$ cat config.mk
export PLATFORM = sky130hd
export DESIGN_NAME = i2c_mem_controller
export DESIGN_NICKNAME = d
export VERILOG_FILES = /design/src/rtl/i2c_mem_controller.sv
export SDC_FILE = /design/constraint.sdc
export NUM_CORES = 1
export LEC_CHECK = 0
export ABC_CLOCK_PERIOD_IN_PS = 2800
export CAP_MARGIN = 0
export CORE_MARGIN = 5
export CORE_UTILIZATION = 55
export CTS_BUF_LIST = sky130_fd_sc_hd__clkbuf_8
export CTS_CLUSTER_DIAMETER = 120
export DETAILED_ROUTE_END_ITERATION = 12
export PLACE_DENSITY = 0.76
export SKIP_CTS_REPAIR_TIMING = 1
export SLEW_MARGIN = 10
export SYNTH_ARGS = -nofsm -noshare
export SYNTH_HDL_FRONTEND = slang
export SYNTH_SLANG_ARGS = --single-unit
$ cat constraint.sdc
create_clock -name clk -period 2.8 [get_ports clk]
set_input_delay 0.84 -clock clk [delete_from_list [all_inputs] [get_ports clk]]
set_output_delay 0.84 -clock clk [all_outputs]
set_load 0.05 [all_outputs]
$ cat src/rtl/i2c_mem_controller.sv
// i2c_mem_controller
//   Single-byte I2C master for memory-style subordinates. A write sends
//   START, {dev,0}, {0,mem}, wdata, STOP. A read sends START, {dev,0}, {0,mem},
//   repeated START, {dev,1}, then reads one byte and answers it with a NACK
//   before STOP.
//
// Ports
//   clk, rst_n          system clock, asynchronous active-low reset
//   start               one-cycle request, accepted only when busy=0
//   rw                  1 = read one byte, 0 = write one byte
//   dev_addr, mem_addr  7-bit device and memory addresses
//   wdata               byte to write
//   busy, done          transaction in progress / one-cycle completion pulse
//   ack_err             a subordinate ACK slot read high (valid with done)
//   rdata               last successfully read byte
//   scl_out             1 = SCL released, 0 = SCL driven low
//   sda_in              SDA bus level (asynchronous, synchronised here)
//   sda_out, sda_en     SDA value and drive enable (sda_en=0 releases SDA)
module i2c_mem_controller #(
  parameter int unsigned CLK_DIV = 250
) (
  input  logic       clk,
  input  logic       rst_n,
  input  logic       start,
  input  logic       rw,
  input  logic [6:0] dev_addr,
  input  logic [6:0] mem_addr,
  input  logic [7:0] wdata,
  output logic       busy,
  output logic       done,
  output logic       ack_err,
  output logic [7:0] rdata,
  output logic       scl_out,
  input  logic       sda_in,
  output logic       sda_out,
  output logic       sda_en
);

  typedef enum logic [3:0] {
    IDLE, START, DEV_W, ACK_DW, MADDR, ACK_MA, WDATA, ACK_WD,
    RSTART, DEV_R, ACK_DR, RDATA, MNACK, STOP, FIN
  } state_t;

  localparam logic [15:0] QTERM = 16'(CLK_DIV - 1);

  state_t      state_q, state_d;
  logic [15:0] qcnt;
  logic [1:0]  ph;        // quarter within the current slot
  logic [2:0]  bcnt;      // bit within the current byte, wraps 7->0
  logic        rw_q;
  logic [6:0]  dev_q, mem_q;
  logic [7:0]  wdata_q;
  logic [7:0]  shreg;
  logic        ack_smp;
  logic        sda_s1, sda_s2;

  logic        accept, qtick, slot_end, smp, is_ack, is_byte, tx_bit;
  logic [7:0]  tx_byte;

  assign accept   = (state_q == IDLE) && start;
  assign qtick    = (state_q != IDLE) && (qcnt == QTERM);
  assign slot_end = qtick && (ph == 2'd3);
  assign smp      = qtick && (ph == 2'd2);
  assign is_ack   = (state_q == ACK_DW) || (state_q == ACK_MA) ||
                    (state_q == ACK_WD) || (state_q == ACK_DR);
  assign is_byte  = (state_q == DEV_W) || (state_q == MADDR) ||
                    (state_q == WDATA) || (state_q == DEV_R) ||
                    (state_q == RDATA);
  assign busy     = (state_q != IDLE);
  assign done     = (state_q == FIN);

  always_ff @(posedge clk or negedge rst_n) begin
    if (!rst_n) state_q <= IDLE;
    else        state_q <= state_d;
  end

  always_comb begin
    state_d = state_q;
    tx_byte = '0;
    scl_out = 1'b1;
    sda_en  = 1'b0;
    sda_out = 1'b1;

    unique case (state_q)
      DEV_W:   tx_byte = {dev_q, 1'b0};
      MADDR:   tx_byte = {1'b0, mem_q};
      WDATA:   tx_byte = wdata_q;
      DEV_R:   tx_byte = {dev_q, 1'b1};
      default: tx_byte = '0;
    endcase
    tx_bit = tx_byte[3'd7 - bcnt];

    case (state_q)
      IDLE: if (start) state_d = START;
      START: begin
        // Q0 SDA high, Q1 SDA falls with SCL high, Q2/Q3 SCL low.
        scl_out = ~ph[1];
        sda_en  = 1'b1;
        sda_out = (ph == 2'd0);
        if (slot_end) state_d = DEV_W;
      end
      DEV_W, MADDR, WDATA, DEV_R: begin
        scl_out = ph[1];
        sda_en  = 1'b1;
        sda_out = tx_bit;
        if (slot_end && bcnt == 3'd7) begin
          case (state_q)
            DEV_W:   state_d = ACK_DW;
            MADDR:   state_d = ACK_MA;
            WDATA:   state_d = ACK_WD;
            default: state_d = ACK_DR;
          endcase
        end
      end
      ACK_DW, ACK_MA, ACK_WD, ACK_DR: begin
        scl_out = ph[1];
        if (slot_end) begin
          if (ack_smp || state_q == ACK_WD) state_d = STOP;
          else if (state_q == ACK_DW)       state_d = MADDR;
          else if (state_q == ACK_DR)       state_d = RDATA;
          else if (rw_q)                    state_d = RSTART;
          else                              state_d = WDATA;
        end
      end
      RSTART: begin
        // Q0 release SDA with SCL low, Q1 SCL high, Q2 SDA falls, Q3 SCL low.
        scl_out = (ph == 2'd1) || (ph == 2'd2);
        sda_en  = ph[1];
        sda_out = 1'b0;
        if (slot_end) state_d = DEV_R;
      end
      RDATA: begin
        scl_out = ph[1];
        if (slot_end && bcnt == 3'd7) state_d = MNACK;
      end
      MNACK: begin
        scl_out = ph[1];
        sda_en  = 1'b1;
        sda_out = 1'b1;
        if (slot_end) state_d = STOP;
      end
      STOP: begin
        // SDA low through Q0-Q2, SCL rises at Q2, SDA released at Q3.
        scl_out = ph[1];
        sda_en  = (ph != 2'd3);
        sda_out = 1'b0;
        if (slot_end) state_d = FIN;
      end
      FIN:     state_d = IDLE;
      default: state_d = IDLE;
    endcase
  end

  always_ff @(posedge clk or negedge rst_n) begin
    if (!rst_n) begin
      qcnt    <= '0;
      ph      <= '0;
      bcnt    <= '0;
      rw_q    <= 1'b0;
      dev_q   <= '0;
      mem_q   <= '0;
      wdata_q <= '0;
      shreg   <= '0;
      ack_smp <= 1'b0;
      ack_err <= 1'b0;
      rdata   <= '0;
      sda_s1  <= 1'b1;
      sda_s2  <= 1'b1;
    end else begin
      sda_s1 <= sda_in;
      sda_s2 <= sda_s1;

      if (state_q == IDLE) begin
        qcnt <= '0;
        ph   <= '0;
        bcnt <= '0;
      end else begin
        qcnt <= qtick ? '0 : qcnt + 16'd1;
        if (qtick) ph <= ph + 2'd1;
        if (slot_end && is_byte) bcnt <= bcnt + 3'd1;
      end

      if (accept) begin
        rw_q    <= rw;
        dev_q   <= dev_addr;
        mem_q   <= mem_addr;
        wdata_q <= wdata;
        ack_err <= 1'b0;
      end

      if (smp && is_ack) begin
        ack_smp <= sda_s2;
        if (sda_s2) ack_err <= 1'b1;
      end

      if (smp && state_q == RDATA) shreg <= {shreg[6:0], sda_s2};
      if (slot_end && state_q == RDATA && bcnt == 3'd7) rdata <= shreg;
    end
  end

endmodule

# Yosys cells after proc, flatten, opt, wreduce, memory -nomap -nowiden
# Cells that the tools add are included.
# word_totals
input_bits,27
word_cells,107
register_bits,68
# classes
bitwise_logic,1
magnitude_cmp,1
n_eq_ne,28
mux,29
reduce_logical,30
n_addsub,4
# op_table
operator,count
$mux W4,12
$mux W16,2
$pmux W4 S8,1
$pmux W8 S4,1
$eq A4 B4 Y1 const B,7
$add A16 B1 Y16 const B,1
$eq A16 B8 Y1 const B,1
$eq A4 B3 Y1 const B,4
$ne A2 B2 Y1 const B,8
$pmux W4 S3,1
$reduce_or A11 Y1,1
$logic_and A1 B1 Y1,10
$logic_or A1 B1 Y1,9
$pmux W1 S3,3
$eq A4 B2 Y1 const B,2
$reduce_and A8 Y1,1
$reduce_or A4 Y1,2
$mux W3,2
$reduce_or A6 Y1,1
$eq A2 B2 Y1 const B,2
$eq A4 B1 Y1 const B,1
$logic_not A4 Y1,1
$lt A3 B4 Y1 const B,1
$mux W1,4
other kinds (13),15

# Depth between registers and ports, before layout
# logic_depth
ltp_word,8
depth_mapped,10

# Least setup slack after synthesis
# No wires, ideal clock.
# synth_timing
path_kind,register to output
start,register state_q[3]
end,output port sda_out
path_slack_ps,-965
t_required_ps,1960
path_buffers,1
stages_incl_launch_ff,6
arrival_time_ps,2925
cell_sequence,dfrtp_1 -> clkbuf_1 -> nor3b_1 -> a32oi_1 -> a311o_1 -> a311oi_1
# synth_via
elab_chain_cells,5
# synth_rtl
item,line_no,rtl
"start, declared",46,"state_t state_q, state_d;"
"start signal, assigned",74,else state_q <= state_d;
$eq A4 B4 Y1 (tied with other cells),"84, 93",
$pmux W8 S4,84,unique case (state_q)
$bmux W1 S3,91,tx_bit = tx_byte[3'd7 - bcnt];
$mux W1 (implied by the code),91,
$pmux W1 S3 (*),93,case (state_q)
"end, declared",35,"output logic sda_out,"
# Mark *: on every way between the ends. The rest lies on a longest branch, timed or not. The select of a mux whose other input is x is not followed.

# Final worst setup path
# Ends and elaborated chain as after synthesis.

==> results.yml <==
synthesis:
  post_synth_top_flop: "sky130_fd_sc_hd__dfrtp_1"
  synth_area_mm2: 0.00344
  post-synth-top-area-fraction: 0.480
  synth_enable_flop_cells: 0
  post_synth.cell_area_avg_um2: 11.2
  yosys_register_bits: 68
  biggest_area_consumer_among_synthesized_cells: "sky130_fd_sc_hd__dfrtp_1"
  post_synth_inst_count: 307
  syn_nets: 341
  synth_seq_area_share: 0.495
  yosys_cell_types: 53
  yosysWarningCount: 0
  ys_async_sr_fraction: 1.00
  synth.area.top_cells: "sky130_fd_sc_hd__dfrtp_1 (48%), sky130_fd_sc_hd__mux2_2 (15%), sky130_fd_sc_hd__nor2_1 (3.7%)"
drt:
  initialDrtViolationCount: 188
  routed_wirelength_um: 7620
  wl_cell_um: 17.0
  num_vias: 2561
  dr.pass1.iters: 4
  drt.antenna.violating_nets: 0
  post-route-drc-count: 0
  routed_via_density: 5.72
clock_network:
  clk-insertion-delay-late_ns: 0.35
  clk_pin_slew_ns: 0.08
  number_of_buffers_created_by_cts: 9
  tritoncts_clock_tree: "yes"
  cts-root-to-sink-buffers: 2
  cts.htree.levels: 3
  ctsRootBufferMaster: "sky130_fd_sc_hd__clkbuf_8"
  tritoncts_num_sinks: 68
sta:
  final-setup-viol-count: 1
  fin_skew_ns: 0.0124
  timing.final.hold_violations: 0
  maxSlewViolCount: 0
  fin_setup_tns_ns: -0.369
  grt_setup_unrepaired: "true"
  fmax_mhz: 316
  min_period_ns: 3.17
  worst-slew-pin-transition_ns: 0.567
  fin_crit_sh: 1.13
  layout_setup_ws_ns: -0.369
  fin_worst_hold_slack_ns: 0.361
  slew_headroom: 0.622
min_path:
  hold-path-cell-count: 0
  min-delay-path-class: "flip-flop to flip-flop"
power_and_ir_drop:
  peak_vdd_ir_v: 0.000702
  fin_total_pwr_mw: 4.12
  power.density_cell_area_mw_per_mm2: 937
  p_leak_nw: 1.95
global_route:
  first_pass_grt_wire_length_um: 12400
  grt_start_max_net_pins: 47
  globalRouteTotalUtil: 0.207
  antenna_violations_before_repair: 0
  global_route.overflow_total: 0
  grt_pass1_vias: 2580
cells_and_area:
  layout_commonest_cell: "sky130_fd_sc_hd__dfrtp_1"
  finalCoreUtilization: 0.735
  final_layout_size_suffix_gt1_frac: 0.330
  layout_common_cells: "sky130_fd_sc_hd__dfrtp_1 (62), sky130_fd_sc_hd__mux2_2 (46), sky130_fd_sc_hd__nor2_1 (34), sky130_fd_sc_hd__clkdlybuf4s50_1 (34), sky130_fd_sc_hd__buf_4 (25)"
  footprint_of_the_multi_input_gates_mm2: 0.00174
  post_layout_nonfiller_instances: 448
  design_area_mm2: 0.00440
  area.sequential_mm2: 0.00171
  num-nets-final: 402
  area_growth_syn_to_layout_pct: 27.9
  n_antenna_cell: 0
  nFillCells: 406
setup_path:
  setup.worst_path.start_class: "flip-flop"
  cp.required_ns: 1.96
  setup.worst_path.end_class: "output port"
  timing.critical_path.arrival_ns: 2.33
  worst-setup-path-type: "flip-flop to output port"
  timing.critical_path.fanout_max: 4
  rr_worst_depth: 7
outcome:
  failed_checks: "setup timing"
  run_status: "complete, but fails checks"
floorplanning:
  dieWidth_um: 89.1
  floorplan.die.height_um: 89.1
  die_area_mm2: 0.00794
  fp.coreArea_mm2: 0.00599
  fp_rows: 28
  floorplan.initialDensity: 0.575
  pin_count: 41
placed_design:
  dpl_cell_area_mm2: 0.00412
  place.detailed.instances: 426
  place_ws_ns: -0.0401
  io_buffers: 40
  detailed_place_hpwl_um: 5440
  place.gp.congestion: 0.879
run:
  timing.max_cap.violations: 0
worst max-delay path, stage by stage (launching register included):
cell and delay [ns]:
sky130_fd_sc_hd__dfrtp_2 0.44, sky130_fd_sc_hd__buf_4 0.17, sky130_fd_sc_hd__nor3b_4 0.24, sky130_fd_sc_hd__buf_4 0.16, sky130_fd_sc_hd__a221oi_2 0.05, sky130_fd_sc_hd__or3_4 0.41
sky130_fd_sc_hd__a311oi_4 0.34, sky130_fd_sc_hd__buf_12 0.18
sequential cells by signal, indices dropped and copies added, names as in the netlist, 2 cells and up:
name	cells
shreg	8
wdata_q	8
mem_q	7
ph	2
state_q	4
qcnt	16
bcnt	3
rdata	8
dev_q	7
cells in the mapped netlist (all sizes together) (2+ instances only):
master and instances:
a2111oi 2, mux2 46, nor2 34, ha 7
nor2b 2, a31oi 2, and2 2, nand2 16
or2 4, o22ai 4, nor3b 4, a211oi 2
dfstp 2, xnor2 11, o221a 2, mux2i 4
nand2b 3, dfrtp 66, nand4 5, o21ai 8
a21oi 13, nor4 2, buf 9, nand3 6
clkbuf 7, and3 5, xor2 6, a221oi 3
nor4b 2, inv 10
metal layers:
| metal | share of wire | vias to the layer above | GRT usage |
|---|---|---|---|
| li1 | - | 1228 | - |
| met5 | 0 | - | 0 |
| met2 | 0.47 | 84 | 0.316 |
| met3 | 0.059 | 10 | 0.0433 |
| met4 | 0.016 | 0 | 0.0853 |
| met1 | 0.46 | 1239 | 0.287 |
kinds of logic (layout without fill, tap and decap cells):
logic type      after synthesis  after routing  share of synthesized area
compound gates               48             48                     0.0960
xor+xnor                     17             17                     0.0433
fa+ha+maj                     7              7                     0.0254
buf+inv                      26             92                     0.0345
flops                        68             68                      0.495
mux                          50             50                      0.162
simple gates                 91             91                      0.144
area by class of cell:
type,count,share of cell area
multi-input combinational,213,0.395
clock buffer,10,0.0313
inverter,10,0.00853
sequential,68,0.388
clock inverter,6,0.00910
timing repair buffer,66,0.146
tap,75,0.0213
power by group:
part	total (mW)	switching, mW	internal (mW)	leakage [nW]
clock	0.731	0.387	0.343	0.0861
sequential	1.44	0.214	1.23	0.878
combinational	1.95	0.968	0.981	0.984
total	4.12	1.57	2.55	1.95
worst paths after layout:
kind / from / endpoint / slack [ns]
min: sda_s1 / sda_s2 / 0.36
min reg2reg: sda_s1 / sda_s2 / 0.36
max reg2reg: qcnt[1] / rdata[1] / 0.40
min in group asynchronous: rst_n / rdata[6] / 0.47
max in group asynchronous: rst_n / sda_s1 / 1.65
max: state_q[3] / sda_out / -0.37
No activity file was read; power rests on OpenSTA's default activity.
